$ cat src/rtl/logic_gate_pipe.sv
// WIDTH-bit bitwise logic unit (NAND by default) feeding a STAGES-deep elastic
// valid/ready pipeline; also counts delivered output beats.
module logic_gate_pipe #(
  parameter int WIDTH  = 8,
  parameter int STAGES = 2
) (
  input  logic             clk,
  input  logic             rst_n,
  input  logic             in_valid,
  output logic             in_ready,
  input  logic [WIDTH-1:0] in_a,
  input  logic [WIDTH-1:0] in_b,
  input  logic [2:0]       in_op,
  output logic             out_valid,
  input  logic             out_ready,
  output logic [WIDTH-1:0] out_y,
  output logic             out_zero,
  output logic [15:0]      beat_cnt
);

  function automatic logic [WIDTH-1:0] f_logic_op(
    input logic [WIDTH-1:0] a,
    input logic [WIDTH-1:0] b,
    input logic [2:0]       op
  );
    logic [WIDTH-1:0] y;
    case (op)
      3'd0:    y = ~(a & b);
      3'd1:    y = a & b;
      3'd2:    y = ~(a | b);
      3'd3:    y = a | b;
      3'd4:    y = a ^ b;
      3'd5:    y = ~(a ^ b);
      3'd6:    y = ~a;
      default: y = a;
    endcase
    return y;
  endfunction

  logic [STAGES-1:0] r_vld_p;
  logic [WIDTH-1:0]  r_y_p [STAGES];
  logic [STAGES-1:0] r_zero_p;
  logic [15:0]       r_beat_cnt;

  logic [WIDTH-1:0]  w_y;
  logic              w_zero;
  logic [STAGES-1:0] w_load;
  logic [STAGES-1:0] w_below_mask;

  assign w_y    = f_logic_op(in_a, in_b, in_op);
  assign w_zero = (w_y == '0);

  // A stage can load when it or any stage downstream of it is empty, or the
  // sink is taking the last beat: the whole chain then shifts by one.
  always_comb begin
    w_load       = '0;
    w_below_mask = '0;
    for (int k = 0; k < STAGES; k++) begin
      w_load[k]       = out_ready | ~(&(r_vld_p | w_below_mask));
      w_below_mask[k] = 1'b1;
    end
  end

  assign in_ready  = rst_n & w_load[0];
  assign out_valid = r_vld_p[STAGES-1];
  assign out_y     = r_y_p[STAGES-1];
  assign out_zero  = r_zero_p[STAGES-1];
  assign beat_cnt  = r_beat_cnt;

  always_ff @(posedge clk) begin
    if (!rst_n) begin
      r_vld_p    <= '0;
      r_zero_p   <= '0;
      r_beat_cnt <= '0;
      for (int k = 0; k < STAGES; k++) r_y_p[k] <= '0;
    end else begin
      if (out_valid && out_ready) r_beat_cnt <= r_beat_cnt + 16'd1;
      // stage 0: capture the computed result
      if (w_load[0]) begin
        r_vld_p[0] <= in_valid;
        if (in_valid) begin
          r_y_p[0]    <= w_y;
          r_zero_p[0] <= w_zero;
        end
      end
      // stages 1..STAGES-1: carry {valid, y, zero} unchanged
      for (int k = 1; k < STAGES; k++) begin
        if (w_load[k]) begin
          r_vld_p[k] <= r_vld_p[k-1];
          if (r_vld_p[k-1]) begin
            r_y_p[k]    <= r_y_p[k-1];
            r_zero_p[k] <= r_zero_p[k-1];
          end
        end
      end
    end
  end

endmodule
$ cat config.mk
export PLATFORM = sky130hd
export DESIGN_NAME = logic_gate_pipe
export DESIGN_NICKNAME = d
export VERILOG_FILES = /design/src/rtl/logic_gate_pipe.sv
export SDC_FILE = /design/constraint.sdc
export NUM_CORES = 1
export LEC_CHECK = 0
export CAP_MARGIN = 20
export CORE_ASPECT_RATIO = 0.6
export CORE_UTILIZATION = 55
export DETAILED_ROUTE_END_ITERATION = 7
export PLACE_DENSITY = 0.85
export SLEW_MARGIN = 20
export SYNTH_ARGS = -nofsm -noshare
export SYNTH_HDL_FRONTEND = slang
export SYNTH_SLANG_ARGS = --single-unit
export TNS_END_PERCENT = 30
$ cat constraint.sdc
create_clock -name clk -period 4.51 [get_ports clk]
set_input_delay 0.451 -clock clk [delete_from_list [all_inputs] [get_ports clk]]
set_output_delay 0.451 -clock clk [all_outputs]
set_load 0.05 [all_outputs]
* Word level (Yosys, flattened, before mapping)
Memory sizes are Yosys's and may differ from the RTL's.
Cells that the tools add are included.
** Storage, ports and cells
- Flip-flop bits (word level) :: 20
- RAM bits :: 16
- Input port bits :: 23
- Output and inout port bits :: 27
- Word-level logic and storage cells :: 45
- Memories :: 1
** Cells by class
- Add/sub/neg operators :: 1
- Eq/ne operators :: 6
- Multiplexer cells :: 12
- Bitwise gates (word level) :: 14
- Reduce and logical (&&, ||, !) cells :: 6
** Memory list
- r_y_p :: words 2, width 8, read ports 2, clocked after Yosys merged registers in 0, wr ports 2, line 41 : logic [WIDTH-1:0] r_y_p [STAGES];
** Operators by type and width (count)
- 8-bit one-hot mux with 7 select lines :: 1
- 8-bit NOT :: 4
- 16-bit by 1-bit adder with 16-bit output, second input constant :: 1
- 8-bit 2-to-1 mux :: 2
- 3-bit == test, second input constant :: 3
- 1-bit 2-to-1 mux :: 9
- 8-bit bitwise AND :: 1
- 8-bit logical NOT :: 1
- 8-bit OR :: 1
- 8-bit bitwise XOR :: 1
- 3-bit by 2-bit == test with 1-bit output, second input constant :: 2
- 2-bit AND reduction :: 3
- 1-bit OR :: 4
- 3-bit by 1-bit == test with 1-bit output, second input constant :: 1
- 3-bit logical NOT :: 1
- 1-bit NOT :: 2
- 1-bit bitwise AND :: 1
- 1-bit logical AND :: 1

* Longest topological paths before layout
Gate-level depths: netlist of run 1.
- Word-level depth :: 7
- Depth in mapped cells :: 7
- Gate-level depth less buffers :: 7

* Least setup slack after synthesis of run 1
No wires, ideal clock.
- Path kind :: flip-flop to flip-flop
- Start point :: register r_vld_p[1]
- End point :: memory r_y_p[0][2], data pin
- Setup time :: 256 ps
- Data arrival time :: 1782 ps
- Required time :: 4254 ps
- Slack :: 2472 ps
- Cell stages (with the launch flop) :: 6
- Buffers on the path :: 1
- Period minus slack after synthesis :: 2038 ps
- Path through :: dfxtp_1 > nand3b_1 > and2_1 > o21a_1 > clkbuf_1 > and2_2
** RTL lines
- start, declared :: line 40 : logic [STAGES-1:0] r_vld_p;
- start signal, assigned by index :: line 89 : r_vld_p[k] <= r_vld_p[k-1];
- end, declared :: line 41

* Final worst setup path of run 1
- Start point :: input rst_n
- End point :: output in_ready
** Between the ends
- Longest elaborated chain between the ends :: 1
** RTL lines
- start, declared :: line 8 : input logic rst_n,
- 1-bit bitwise AND :: line 64 : assign in_ready = rst_n & w_load[0];
- end, declared :: line 10 : output logic in_ready,
Every way passes these cells.

==> run metrics, run 1 <==
WHS Endpoint beat_cnt[9]$_SDFFE_PN0P_; HP Start beat_cnt[9]$_SDFFE_PN0P_; Synth Warn # 0; dpl ws 1.60 ns; final slew viol count 0; RR Endpoint beat_cnt[11]$_SDFFE_PN0P_; # H-tree levels 2; reg-to-reg slack, setup 2.71 ns; root buffer cell clkbuf_8; grt ovf 0; Vias 1,584; Least-Margin Pin Slew 0.835 ns; routed wire length 3860 um; worst path buffer plus inverter count 2; fmax 343 MHz; global-route wire length before repair 6690 um; die height 51.6 um; CP Capture Type primary output; CTS buffer count 5; # rows 17; Resized Gates After CTS 0; Filler cells 291; Bufs on Longest Clock Path 2; Reg2Reg Depth 4; Crit path required time 4.06 ns; Initial Utilization 0.596; leading register cell type out of synthesis dfxtp_1; Period minus WS final 2.91 ns; leakage 0.00118 uW; number of global-route vias before repair 1,462; CP peak stage delay 0.90 ns; largest net degree at the start of global routing 24; Setup Crit Path Kind in -> out; most frequent cell after synthesis inv_1; Synth Net Count 265; worst hold path type reg -> reg; sequential-to-total area share from yosys stat 0.390; Post-Synthesis Cells 225; syn_area_per_cell 10.0 um2; Reg clk slew, reported paths 0.07 ns; cell area power density 261 mW/mm2; I/O pin cnt 50; Worst Path Arrival 2.46 ns; Layout Skew 0.00366 ns; antenna violations before repair 0; largest area contributor in the netlist edfxtp_1; TNS Setup 0 ns; drt pass-1 iters 6; residual DRC count 1; DR WL/cell 12.4 um; EDFF count, synth 16; gpl congestion 0.803; CTS Hold Bufs 0; layout cells sized above 1 0.0642; postcts setup bufs 0; FFs w/ async S/R, synth 0; Critical Path, Cell by Cell clkdlybuf4s50_1, and2_1, clkdlybuf4s50_1; CTS tree done; RSZ-0062 raised after global routing no; final hold slack 0.520 ns; Yosys reg bits 36; DRT iter0 DRCs 66; status finished with violations; Area contributors post-synth edfxtp_1, dfxtp_1, ha_1; Hold Path Cell Cnt 2; Post-Syn Area 0.00226 mm2; Die X-Extent 84.7 um; vias per inst 5.08; Inst Count DP 304; Startpoint Class input port; reg-to-reg startpoint r_vld_p[1]$_SDFFE_PN0N_; GRT Resource Usage Total 0.199; clock latency on the worst-skew pair 0.28 ns; final worst slack 1.60 ns; number of I/O port buffers 49; Synth top cells by count inv_1, and2_1, dfxtp_1; ANT cells 0; Synth cell types 41; nets 304; setup violators final 0; Final Non-Filler Cells 312; failing checks DRC; Critical Path Slowest Stage Cell clkdlybuf4s50_1; worst-path fanout max 23; die area 0.00437 mm2; VDD IR-drop max 155 uV; max-cap violations 0; register area 881 um2; post-DP HPWL 3000 um; Layout area overhead 23.5%; clock sinks 36; post-layout util 0.736; Tcrit/Tclk final 0.646; Slew Limit Headroom 0.442; final hold vios 0; CP most frequent cell clkdlybuf4s50_1; DRT antenna net count 0; area of the multi-input gates 0.00116 mm2; crit-path leading delay family buffers and inverters; share of Yosys cell area claimed by the top area cell type 0.213; CORE AREA 0.00379 mm2
==> flip-flops by register name (all words and copies together) (netlist names) <==
register,cells
r_y_p,16
r_vld_p,2
r_zero_p,2
beat_cnt,16
==> how the worst max path moves through the flow <==
stage                     cells after the start                    start  slack (ns)                        end
after floorplan                               5  r_vld_p[1]$_SDFFE_PN0N_        2.47  r_y_p[0][2]$_SDFFCE_PN0P_
after global placement                        3                    rst_n        1.64                   in_ready
after detailed placement                      3                    rst_n        1.60                   in_ready
after CTS                                     3                    rst_n        1.60                   in_ready
after global routing                          3                    rst_n        1.51                   in_ready
final                                         3                    rst_n        1.60                   in_ready
==> layout by cell type, fill, tap and decap left out, types with 12 or more instances in the layout <==
cell type,netlist,layout
and2_1,23,23
clkdlybuf4s50_1,0,49
dfxtp_1,20,20
edfxtp_1,16,16
ha_1,17,17
inv_1,29,29
nand2_1,13,13
xnor2_1,13,13
xor2_1,12,12
==> per-stage QoR <==
stage	cell area [um2]	power, uW
6_report	2790	728
5_1_grt	2790	763
4_1_cts	2790	733
3_5_place_dp	2700	512
3_3_place_gp	2700	508
2_1_floorplan	2260	471
==> worst register-to-register path: cells and delay by family, from the launching register on <==
kind	cells	cell delay (ns)
DFF	1	0.46
and+or+nand+nor	3	1.13
AOI/OAI and AO/OA	1	0.16
==> cell families (layout without fill, tap and decap cells) <==
| group | after synthesis | count (layout) | synth area share |
|---|---|---|---|
| xor+xnor | 25 | 25 | 0.0971 |
| fa+ha+maj | 17 | 17 | 0.0943 |
| mux | 10 | 10 | 0.0793 |
| buf+inv | 46 | 86 | 0.0954 |
| flops | 36 | 36 | 0.390 |
| simple gates | 74 | 74 | 0.191 |
| compound gates | 17 | 17 | 0.0521 |
==> power by group <==
part	switching, uW	internal (uW)
registers	4.96	358
clock network	116	108
logic	76.2	65.8
==> final cells by class <==
class	count	share of cell area
clock buffers	5	0.0247
inverters	29	0.0391
clock inverters	3	0.00674
repair buffers	49	0.176
flip-flops and latches	36	0.316
multi-input cells	143	0.416
well taps	47	0.0211
==> layer usage <==
layer / vias to the layer above / global-route usage / part of all wire
met5: - / 0 / 0
met4: 0 / 0.0678 / 0.0083
met3: 4 / 0.0540 / 0.045
met2: 39 / 0.305 / 0.43
met1: 725 / 0.274 / 0.52
li1: 816 / - / -
No activity file was read; power rests on OpenSTA's default activity.
==> run 2, diff against run 1 <==
- CORE_UTILIZATION: 55 -> 51
- PLACE_DENSITY: 0.85 -> 0.8
- clock period: 4.51 -> 2.7 ns (I/O delays scaled with it)
==> run metrics, run 2 (synthesis gave the netlist of run 1 again) <==
final hold vios 0 (unchanged); ANT cells 0 (unchanged); Setup Crit Path Kind in -> reg; Worst setup startpoint in_a[1]; Worst Path Arrival 2.32 ns (-0.14 ns); grt ovf 0 (unchanged); number of I/O port buffers 49 (unchanged); met3 usage 0.0515 (-0.00249); HP Start beat_cnt[9]$_SDFFE_PN0P_; max-cap violations 0 (unchanged); die area 0.00470 mm2 (+7.6%); CTS tree done; Least-Margin Pin Slew 0.511 ns (-0.324 ns); Layout Skew 0.00301 ns (-0.000651 ns); clock sinks 36 (unchanged); Bufs on Longest Clock Path 2 (unchanged); Tcrit/Tclk final 0.776; final worst slack 0.604 ns (-0.992 ns); layout cells sized above 1 0.0781 (+0.0139); post-DP HPWL 3010 um (+0.36%); CTS buffer count 5 (unchanged); # H-tree levels 2 (unchanged); CP Capture Type flop; Resized Gates After CTS 0 (unchanged); root buffer cell clkbuf_8; largest net degree at the start of global routing 23 (-4.2%); DRT antenna net count 0 (unchanged); die height 53.5 um (+3.7%); drt pass-1 iters 4 (-2); I/O pin cnt 50 (unchanged); postcts setup bufs 0 (unchanged); most used routing layer met2; worst-path fanout max 3 (-87%); # rows 18 (+1); status finished clean; Crit path required time 2.93 ns (-1.13 ns); setup violators final 0 (unchanged); vias per inst 4.69 (-7.6%); nets 308 (+1.3%); DRT iter0 DRCs 34 (-48%); Slew Limit Headroom 0.658 (+0.216); worst hold path type reg -> reg; most frequent cells in the layout clkdlybuf4s50_1, inv_1, and2_1; most common cell after layout, fill and taps aside clkdlybuf4s50_1; Vias 1,544 (-2.5%); GR Layer Usage met2 0.270 (-0.0349); residual DRC count 0 (-1); dpl ws 0.329 ns (-1.27 ns); VDD IR-drop max 197 uV (+27%); RSZ-0062 raised after global routing no; TNS Setup 0 ns (unchanged); routed wire length 3750 um (-2.9%); reg-to-reg startpoint r_vld_p[1]$_SDFFE_PN0N_; leakage 0.00120 uW (+2.3%); gpl congestion 0.721 (-10%); Initial Utilization 0.541 (-0.0544); Filler cells 327 (+12%); Startpoint Class input port; clock latency on the worst-skew pair 0.28 ns (about the same); fmax 477 MHz; number of global-route vias before repair 1,375 (-6.0%); M1 GR Usage 0.251 (-0.0230); antenna violations before repair 0 (unchanged); cell area power density 457 mW/mm2 (+75%); global-route wire length before repair 6180 um (-7.5%); Reg clk slew, reported paths 0.07 ns (about the same); DR WL/cell 11.4 um (-7.9%); Period minus WS final 2.10 ns; final slew viol count 0 (unchanged); CORE AREA 0.00417 mm2 (+10%); CTS Hold Bufs 0 (unchanged); Layout area overhead 26.3%; GRT Resource Usage Total 0.178 (-0.0208); Die X-Extent 87.9 um (+3.8%)
[run 2: worst paths after layout]
kind                            cells past startpoint  slack (ns)                   endpoint
worst max-delay path                                7        0.60   r_zero_p[0]$_SDFFE_PN0P_
worst min-delay path                                2        0.50   beat_cnt[9]$_SDFFE_PN0P_
worst max register to register                      4        0.94  beat_cnt[11]$_SDFFE_PN0P_
worst min register to register                      2        0.50   beat_cnt[9]$_SDFFE_PN0P_
[run 2: metal layers]
metal  up-vias  wire (um)
met3         0        164
met2        37       1560
li1        824          -
met5         -          0
met4         0          0
met1       683       2030
[run 2: worst max-delay path, cell delays in order]
cell and delay, ns:
clkdlybuf4s50_1 0.48, inv_1 0.06, ha_1 0.30, mux4_2 0.49
or4_1 0.52, nand2_1 0.07, a31o_1 0.12
[run 2: cell type report]
cell class | count | area [um2] | share of cell area
multi-input cells | 143 | 1160 | 0.407
flip-flops and latches | 36 | 881 | 0.309
repair buffers | 53 | 518 | 0.182
inverters | 29 | 109 | 0.0382
well taps | 60 | 75.1 | 0.0263
clock buffers | 6 | 72.6 | 0.0255
clock inverters | 2 | 35.0 | 0.0123
[run 2: per-stage QoR]
| stage | cells | cell area, um2 | total power (uW) | hold WS, ns | utilization |
|---|---|---|---|---|---|
| 2_1_floorplan | 225 | 2260 | 787 | 0.409 | - |
| 3_3_place_gp | 321 | 2740 | 855 | 0.491 | 0.658 |
| 3_5_place_dp | 321 | 2740 | 862 | 0.497 | 0.658 |
| 4_1_cts | 329 | 2850 | 1310 | 0.507 | 0.684 |
| 5_1_grt | 329 | 2850 | 1360 | 0.528 | 0.684 |
| 6_report | 329 | 2850 | 1300 | 0.503 | 0.684 |
[run 2: power breakdown]
part           internal [uW]  total (uW)  switching (uW)  leakage, uW
combinational            114         243             129     0.000814
sequential               597         605            7.84     0.000334
clock                    274         453             180    0.0000552
total                    985        1300             317      0.00120
